===== config.mk =====
export PLATFORM = sky130hd
export DESIGN_NAME = pattern_counter
export DESIGN_NICKNAME = d
export VERILOG_FILES = /design/src/rtl/pattern_counter_pkg.sv /design/src/rtl/pattern_counter_gray.sv /design/src/rtl/pattern_counter.sv
export SDC_FILE = /design/constraint.sdc
export NUM_CORES = 1
export LEC_CHECK = 0
export BUFFER_PORTS_ARGS = -buffer_cell sky130_fd_sc_hd__buf_2
export CAP_MARGIN = 40
export CORE_MARGIN = 10
export CORE_UTILIZATION = 30
export DETAILED_ROUTE_END_ITERATION = 8
export GPL_TIMING_DRIVEN = 0
export PLACE_DENSITY_LB_ADDON = 0.15
export SLEW_MARGIN = 20
export SYNTH_ARGS = -nofsm -noshare
export SYNTH_HDL_FRONTEND = slang
export SYNTH_SLANG_ARGS = --single-unit

===== constraint.sdc =====
create_clock -name CLK -period 3.8 [get_ports CLK]
set_input_delay 0.57 -clock CLK [delete_from_list [all_inputs] [get_ports CLK]]
set_output_delay 0.57 -clock CLK [all_outputs]
set_load 0.05 [all_outputs]

===== src/rtl/pattern_counter_pkg.sv =====
// Shared definitions for the pattern counter: run-mode codes,
// bounce direction and the load-pattern generators.
package pattern_counter_pkg;

    localparam logic [2:0] MODE_UP     = 3'd0;
    localparam logic [2:0] MODE_DOWN   = 3'd1;
    localparam logic [2:0] MODE_SHL    = 3'd2;
    localparam logic [2:0] MODE_ROL    = 3'd3;
    localparam logic [2:0] MODE_ROR    = 3'd4;
    localparam logic [2:0] MODE_BOUNCE = 3'd5;
    localparam logic [2:0] MODE_HOLD   = 3'd6;

    // Widest pattern the generators can produce.
    localparam int PAT_MAX_W = 64;

    typedef enum logic {
        DIR_LEFT  = 1'b0,
        DIR_RIGHT = 1'b1
    } dir_t;

    // Pattern A: every odd bit set below bit position width.
    function automatic logic [PAT_MAX_W-1:0] pattern_a(input int width);
        logic [PAT_MAX_W-1:0] p;
        p = '0;
        for (int i = 1; i < width && i < PAT_MAX_W; i += 2) begin
            p[i] = 1'b1;
        end
        return p;
    endfunction

    // Pattern B: every even bit set below bit position width.
    function automatic logic [PAT_MAX_W-1:0] pattern_b(input int width);
        logic [PAT_MAX_W-1:0] p;
        p = '0;
        for (int i = 0; i < width && i < PAT_MAX_W; i += 2) begin
            p[i] = 1'b1;
        end
        return p;
    endfunction

endpackage


===== src/rtl/pattern_counter_gray.sv =====
// Binary to reflected-Gray encoder for the Gray LED bank.
// Purely combinational; width follows the counter.
module pattern_counter_gray #(
    parameter int WIDTH = 10
) (
    input  logic [WIDTH-1:0] bin,
    output logic [WIDTH-1:0] gray
);

    // Each Gray bit is the XOR of a binary bit and its upper neighbour.
    always_comb begin
        gray = bin ^ (bin >> 1);
    end

endmodule


===== src/rtl/pattern_counter.sv =====
// WIDTH-bit LED pattern generator: prescaler tick, single-step
// edge detect, seven run modes, wrap/saturate and pattern loads.
module pattern_counter
    import pattern_counter_pkg::*;
#(
    parameter int WIDTH = 10,
    parameter int DIV_W = 23,
    parameter bit WRAP  = 1'b1
) (
    input  logic             CLK,
    input  logic             RST,
    input  logic             EN,
    input  logic             STEP,
    input  logic [2:0]       MODE,
    input  logic             LOAD_A,
    input  logic             LOAD_B,
    output logic [WIDTH-1:0] CNT,
    output logic [WIDTH-1:0] GRAY,
    output logic             TICK,
    output logic             CARRY
);

    localparam logic [WIDTH-1:0] PAT_A = WIDTH'(pattern_a(WIDTH));
    localparam logic [WIDTH-1:0] PAT_B = WIDTH'(pattern_b(WIDTH));
    localparam logic [WIDTH-1:0] ONES  = '1;
    localparam logic [WIDTH-1:0] ZERO  = '0;
    localparam logic [WIDTH-1:0] ONE   = WIDTH'(1);

    logic [DIV_W-1:0] presc;
    logic             step_q;
    logic             step_evt;
    dir_t             dir;
    dir_t             dir_n;
    logic [WIDTH-1:0] cnt_n;
    logic             carry_n;

    // Prescaler tick on the all-ones count; merge with the STEP edge.
    always_comb begin
        TICK     = &presc;
        step_evt = (EN & TICK) | (STEP & ~step_q);
    end

    // State register: counter, direction, step history, carry, prescaler.
    always_ff @(posedge CLK or posedge RST) begin
        if (RST) begin
            presc  <= '0;
            step_q <= 1'b0;
            dir    <= DIR_LEFT;
            CNT    <= '0;
            CARRY  <= 1'b0;
        end else begin
            presc  <= presc + 1'b1;
            step_q <= STEP;
            dir    <= dir_n;
            CNT    <= cnt_n;
            CARRY  <= carry_n;
        end
    end

    // Next value: loads win over a step; a step applies the current mode.
    always_comb begin
        cnt_n   = CNT;
        dir_n   = dir;
        carry_n = 1'b0;
        if (LOAD_A) begin
            cnt_n = PAT_A;
        end else if (LOAD_B) begin
            cnt_n = PAT_B;
        end else if (step_evt) begin
            case (MODE)
                MODE_UP: begin
                    if (CNT == ONES) begin
                        carry_n = 1'b1;
                        cnt_n   = WRAP ? ZERO : CNT;
                    end else begin
                        cnt_n = CNT + ONE;
                    end
                end
                MODE_DOWN: begin
                    if (CNT == ZERO) begin
                        carry_n = 1'b1;
                        cnt_n   = WRAP ? ONES : CNT;
                    end else begin
                        cnt_n = CNT - ONE;
                    end
                end
                MODE_SHL: begin
                    cnt_n   = {CNT[WIDTH-2:0], 1'b0};
                    carry_n = CNT[WIDTH-1];
                end
                MODE_ROL: begin
                    cnt_n   = {CNT[WIDTH-2:0], CNT[WIDTH-1]};
                    carry_n = CNT[WIDTH-1];
                end
                MODE_ROR: begin
                    cnt_n   = {CNT[0], CNT[WIDTH-1:1]};
                    carry_n = CNT[0];
                end
                MODE_BOUNCE: begin
                    if (CNT == ZERO) begin
                        cnt_n = ONE;
                        dir_n = DIR_LEFT;
                    end else if (dir == DIR_LEFT && CNT[WIDTH-1]) begin
                        dir_n   = DIR_RIGHT;
                        cnt_n   = CNT >> 1;
                        carry_n = 1'b1;
                    end else if (dir == DIR_RIGHT && CNT[0]) begin
                        dir_n   = DIR_LEFT;
                        cnt_n   = CNT << 1;
                        carry_n = 1'b1;
                    end else if (dir == DIR_LEFT) begin
                        cnt_n = CNT << 1;
                    end else begin
                        cnt_n = CNT >> 1;
                    end
                end
                default: begin
                    cnt_n = CNT;
                end
            endcase
        end
    end

    pattern_counter_gray #(
        .WIDTH(WIDTH)
    ) u_gray (
        .bin (CNT),
        .gray(GRAY)
    );

endmodule


==> flow_summary.toml <==
[synth]
yosys_warnings = 0
syn_area_mm2 = 0.00280
ys_top_cells_by_area = "dfrtp_1, ha_1, xnor2_1, nand2_1, a21oi_1"
syn-num-nets = 348
ys_seq_area_share_pct = 32.2
synthArstFlopShare_pct = 100
synth_cells = 315
synthFlopType = "dfrtp_1"
yosysTopAreaCellShare_pct = 32.2
synth_seq_cells = 36
synth.largest_area_cell = "dfrtp_1"
ys_types = 61
synth_area_per_cell_um2 = 8.89
synth-edff-count = 0

[routing]
via_per_inst = 5.32
routed_wl_um = 8080
vias = 2470
routedWlPerCell_um = 17.4
drtPass1Iterations = 4
drt_iter0_markers = 182
detail-route-antenna-nets = 0
drc = 0

[critical_path]
critPathRequiredTime_ps = 3230
worst-r2r-setup-slack_ps = 1020
path_class = "flip-flop to primary output"
r2r_cells = 10
r2r_start = "CNT[7]$_DFFE_PP0P_"
cp-start-kind = "flip-flop"
critPathArrivalTime_ps = 2360
r2r_end = "CNT[2]$_DFFE_PP0P_"
crit_path_end_kind = "primary output"
critPathMaxFanout = 4

[cells_and_area]
fillers = 959
final_area_mm2 = 0.00319
diodes = 0
finalNonFillerCells = 464
fin_nets = 385
drive_gt1_share_pct = 16.1
syn2layout_area_growth_pct = 14.0

[power_and_ir_drop]
vdd_drop_max_mv = 0.157
p_clk_share_pct = 25.1
p_sw_share_pct = 41.7
internal_power_mw = 0.638
p_per_area_mw_per_mm2 = 343
switchingPower_mw = 0.457
p_leak_nw = 1.45
pwr-share-seq_pct = 39.4
pwr-share-comb_pct = 35.5

[die]
rows = 35
core_mm2 = 0.00915
start_util_pct = 30.6
die_h_um = 117
die_x_um = 117
ios = 31
fp.dieArea_mm2 = 0.0136

[timing]
finalSetupViolCount = 0
fin_setup_tns_ps = 0
max_freq_mhz = 341
rsz0062_at_grt = "no"
slew_viol_final = 0
finClkSkew_ps = 8.92
hold_viol_final = 0
slew_headroom_pct = 58.1
fin_crit_sh_pct = 77.2
fin_crit_ps = 2930
worst_pin_slew_ps = 613

[clock_tree]
clk_pin_slew_ps = 80
cts_tree = "done"
cts_buffer_depth = 2
cts.sinks = 36
cts_hold_buf = 0
htree_levels = 2
postCtsSetupRepairBufs = 0
cts_resized = 0
root_buffer = "clkbuf_8"
numCtsBuffers = 5
clk_latency_ps = 290

[placed_design]
post_dp_cell_area_mm2 = 0.00310
port_buffers = 29
post-dp-hpwl_um = 6050
placed_cells = 456
place_congestion = 0.919

[status]
status = "finished, final reports clean"

[global_route]
antenna_found_initial = 1
track_usage_pct = 12.2
grt_pass1_vias = 2510
overflow = 0
grt_pass1_wl_um = 13000
grt_max_degree = 31

[flow_run]
drv_cap = 0

[worst_hold_path]
hp-class = "primary input to asynchronous set/reset pin"
-- worst max path at each step --
stage	start	to	slack, ps	depth (start not counted)
after floorplan	presc[0]$_DFF_PP0_	TICK	1280	7
after global placement	CNT[9]$_DFFE_PP0P_	CNT[5]$_DFFE_PP0P_	1080	9
after detailed placement	CNT[7]$_DFFE_PP0P_	CNT[8]$_DFFE_PP0P_	1070	9
after CTS	presc[0]$_DFF_PP0_	TICK	820	8
after global routing	presc[0]$_DFF_PP0_	TICK	680	8
final	presc[0]$_DFF_PP0_	TICK	870	8
-- kinds of logic (layout without fill, tap and decap cells) --
| logic type | after synthesis | after routing | synth area share (%) |
|---|---|---|---|
| AO/OA/AOI/OAI | 77 | 77 | 19.2 |
| XOR/XNOR | 34 | 34 | 10.6 |
| adder cells (fa/ha/maj) | 24 | 24 | 10.7 |
| buffers and inverters | 35 | 73 | 5.27 |
| flip-flops | 36 | 36 | 32.2 |
| multiplexers | 1 | 1 | 0.357 |
| AND/OR/NAND/NOR | 108 | 108 | 21.6 |
-- stage by stage --
stage | utilization, % | setup slack, ps | power [mW] | hold WS [ps]
3_5_place_dp | 33.9 | 1070 | 0.826 | 470
3_3_place_gp | 33.7 | 1080 | 0.825 | 467
6_report | 34.9 | 867 | 1.09 | 160
2_1_floorplan | - | 1280 | 0.730 | 437
5_1_grt | 34.9 | 681 | 1.16 | 156
4_1_cts | 34.9 | 816 | 1.11 | 157
-- cells in the mapped netlist (all sizes together) (3+ instances only) --
cell type / count
dfrtp: 36
nand2: 26
xnor2: 25
ha: 24
nor2: 22
inv: 21
a21oi: 18
nand3: 18
nand4: 11
o21ai: 11
xor2: 9
clkbuf: 8
a22oi: 6
a31oi: 6
buf: 6
nor3: 6
a22o: 4
and3: 4
nor4: 4
o22ai: 4
a221oi: 3
nor2b: 3
o211ai: 3
o31ai: 3
-- state kept, by name (all words and copies together), names as in the netlist --
signal  flops
dir         1
CNT        10
presc      23
step_q      1
CARRY       1
-- worst max-delay path, stage by stage, from the launching register on --
cell and delay [ps]:
dfrtp_1 390, ha_1 230, nand3_1 130, nor2_1 190, nand3_1 130, or3_1 380, nor3_2 230, and2_1 150
buf_2 250
-- area by class of cell --
| type | instances | area [um^2] | area share [%] |
|---|---|---|---|
| Inverter | 21 | 78.8 | 2.47 |
| Sequential cell | 36 | 901 | 28.2 |
| Buffer | 14 | 68.8 | 2.16 |
| Multi-Input combinational cell | 244 | 1750 | 54.9 |
| Tap cell | 111 | 139 | 4.35 |
| Timing Repair Buffer | 30 | 165 | 5.17 |
| Clock buffer | 5 | 68.8 | 2.16 |
| Clock inverter | 3 | 18.8 | 0.588 |
-- power groups by stage --
stage / logic [mW] / registers (mW) / clock network (mW)
final: 0.389 / 0.431 / 0.275
after global routing: 0.422 / 0.434 / 0.306
after CTS: 0.391 / 0.430 / 0.290
after detailed placement: 0.388 / 0.438 / 0
after global placement: 0.387 / 0.438 / 0
after floorplan: 0.263 / 0.467 / 0
-- cells in the final DEF, fill, tap and decap left out, drive strengths merged, types with 2 or more instances in the layout --
cell type and n:
a2111oi 2, a211o 2, a211oi 2, a21boi 2, a21oi 18, a221oi 3
a22o 4, a22oi 6, a311o 2, a31oi 6, and2 2, and3 4
buf 36, clkbuf 13, clkinv 3, dfrtp 36, ha 24, inv 21
nand2 26, nand2b 2, nand3 18, nand4 11, nor2 22, nor2b 3
nor3 6, nor4 4, o211ai 3, o21ai 11, o221ai 2, o22ai 4
o31ai 3, or2 2, or3 2, xnor2 25, xor2 9
-- layer usage --
layer,part of all wire (%),track usage (%),wire length [um],vias to the layer above
li1,-,-,-,1211
met1,47,15.7,3820,1188
met2,46,19.8,3710,60
met3,5.9,2.52,476,9
met4,0.99,4.04,80,2
met5,0.087,0,7,-
Power figures use the tool's default switching activity.
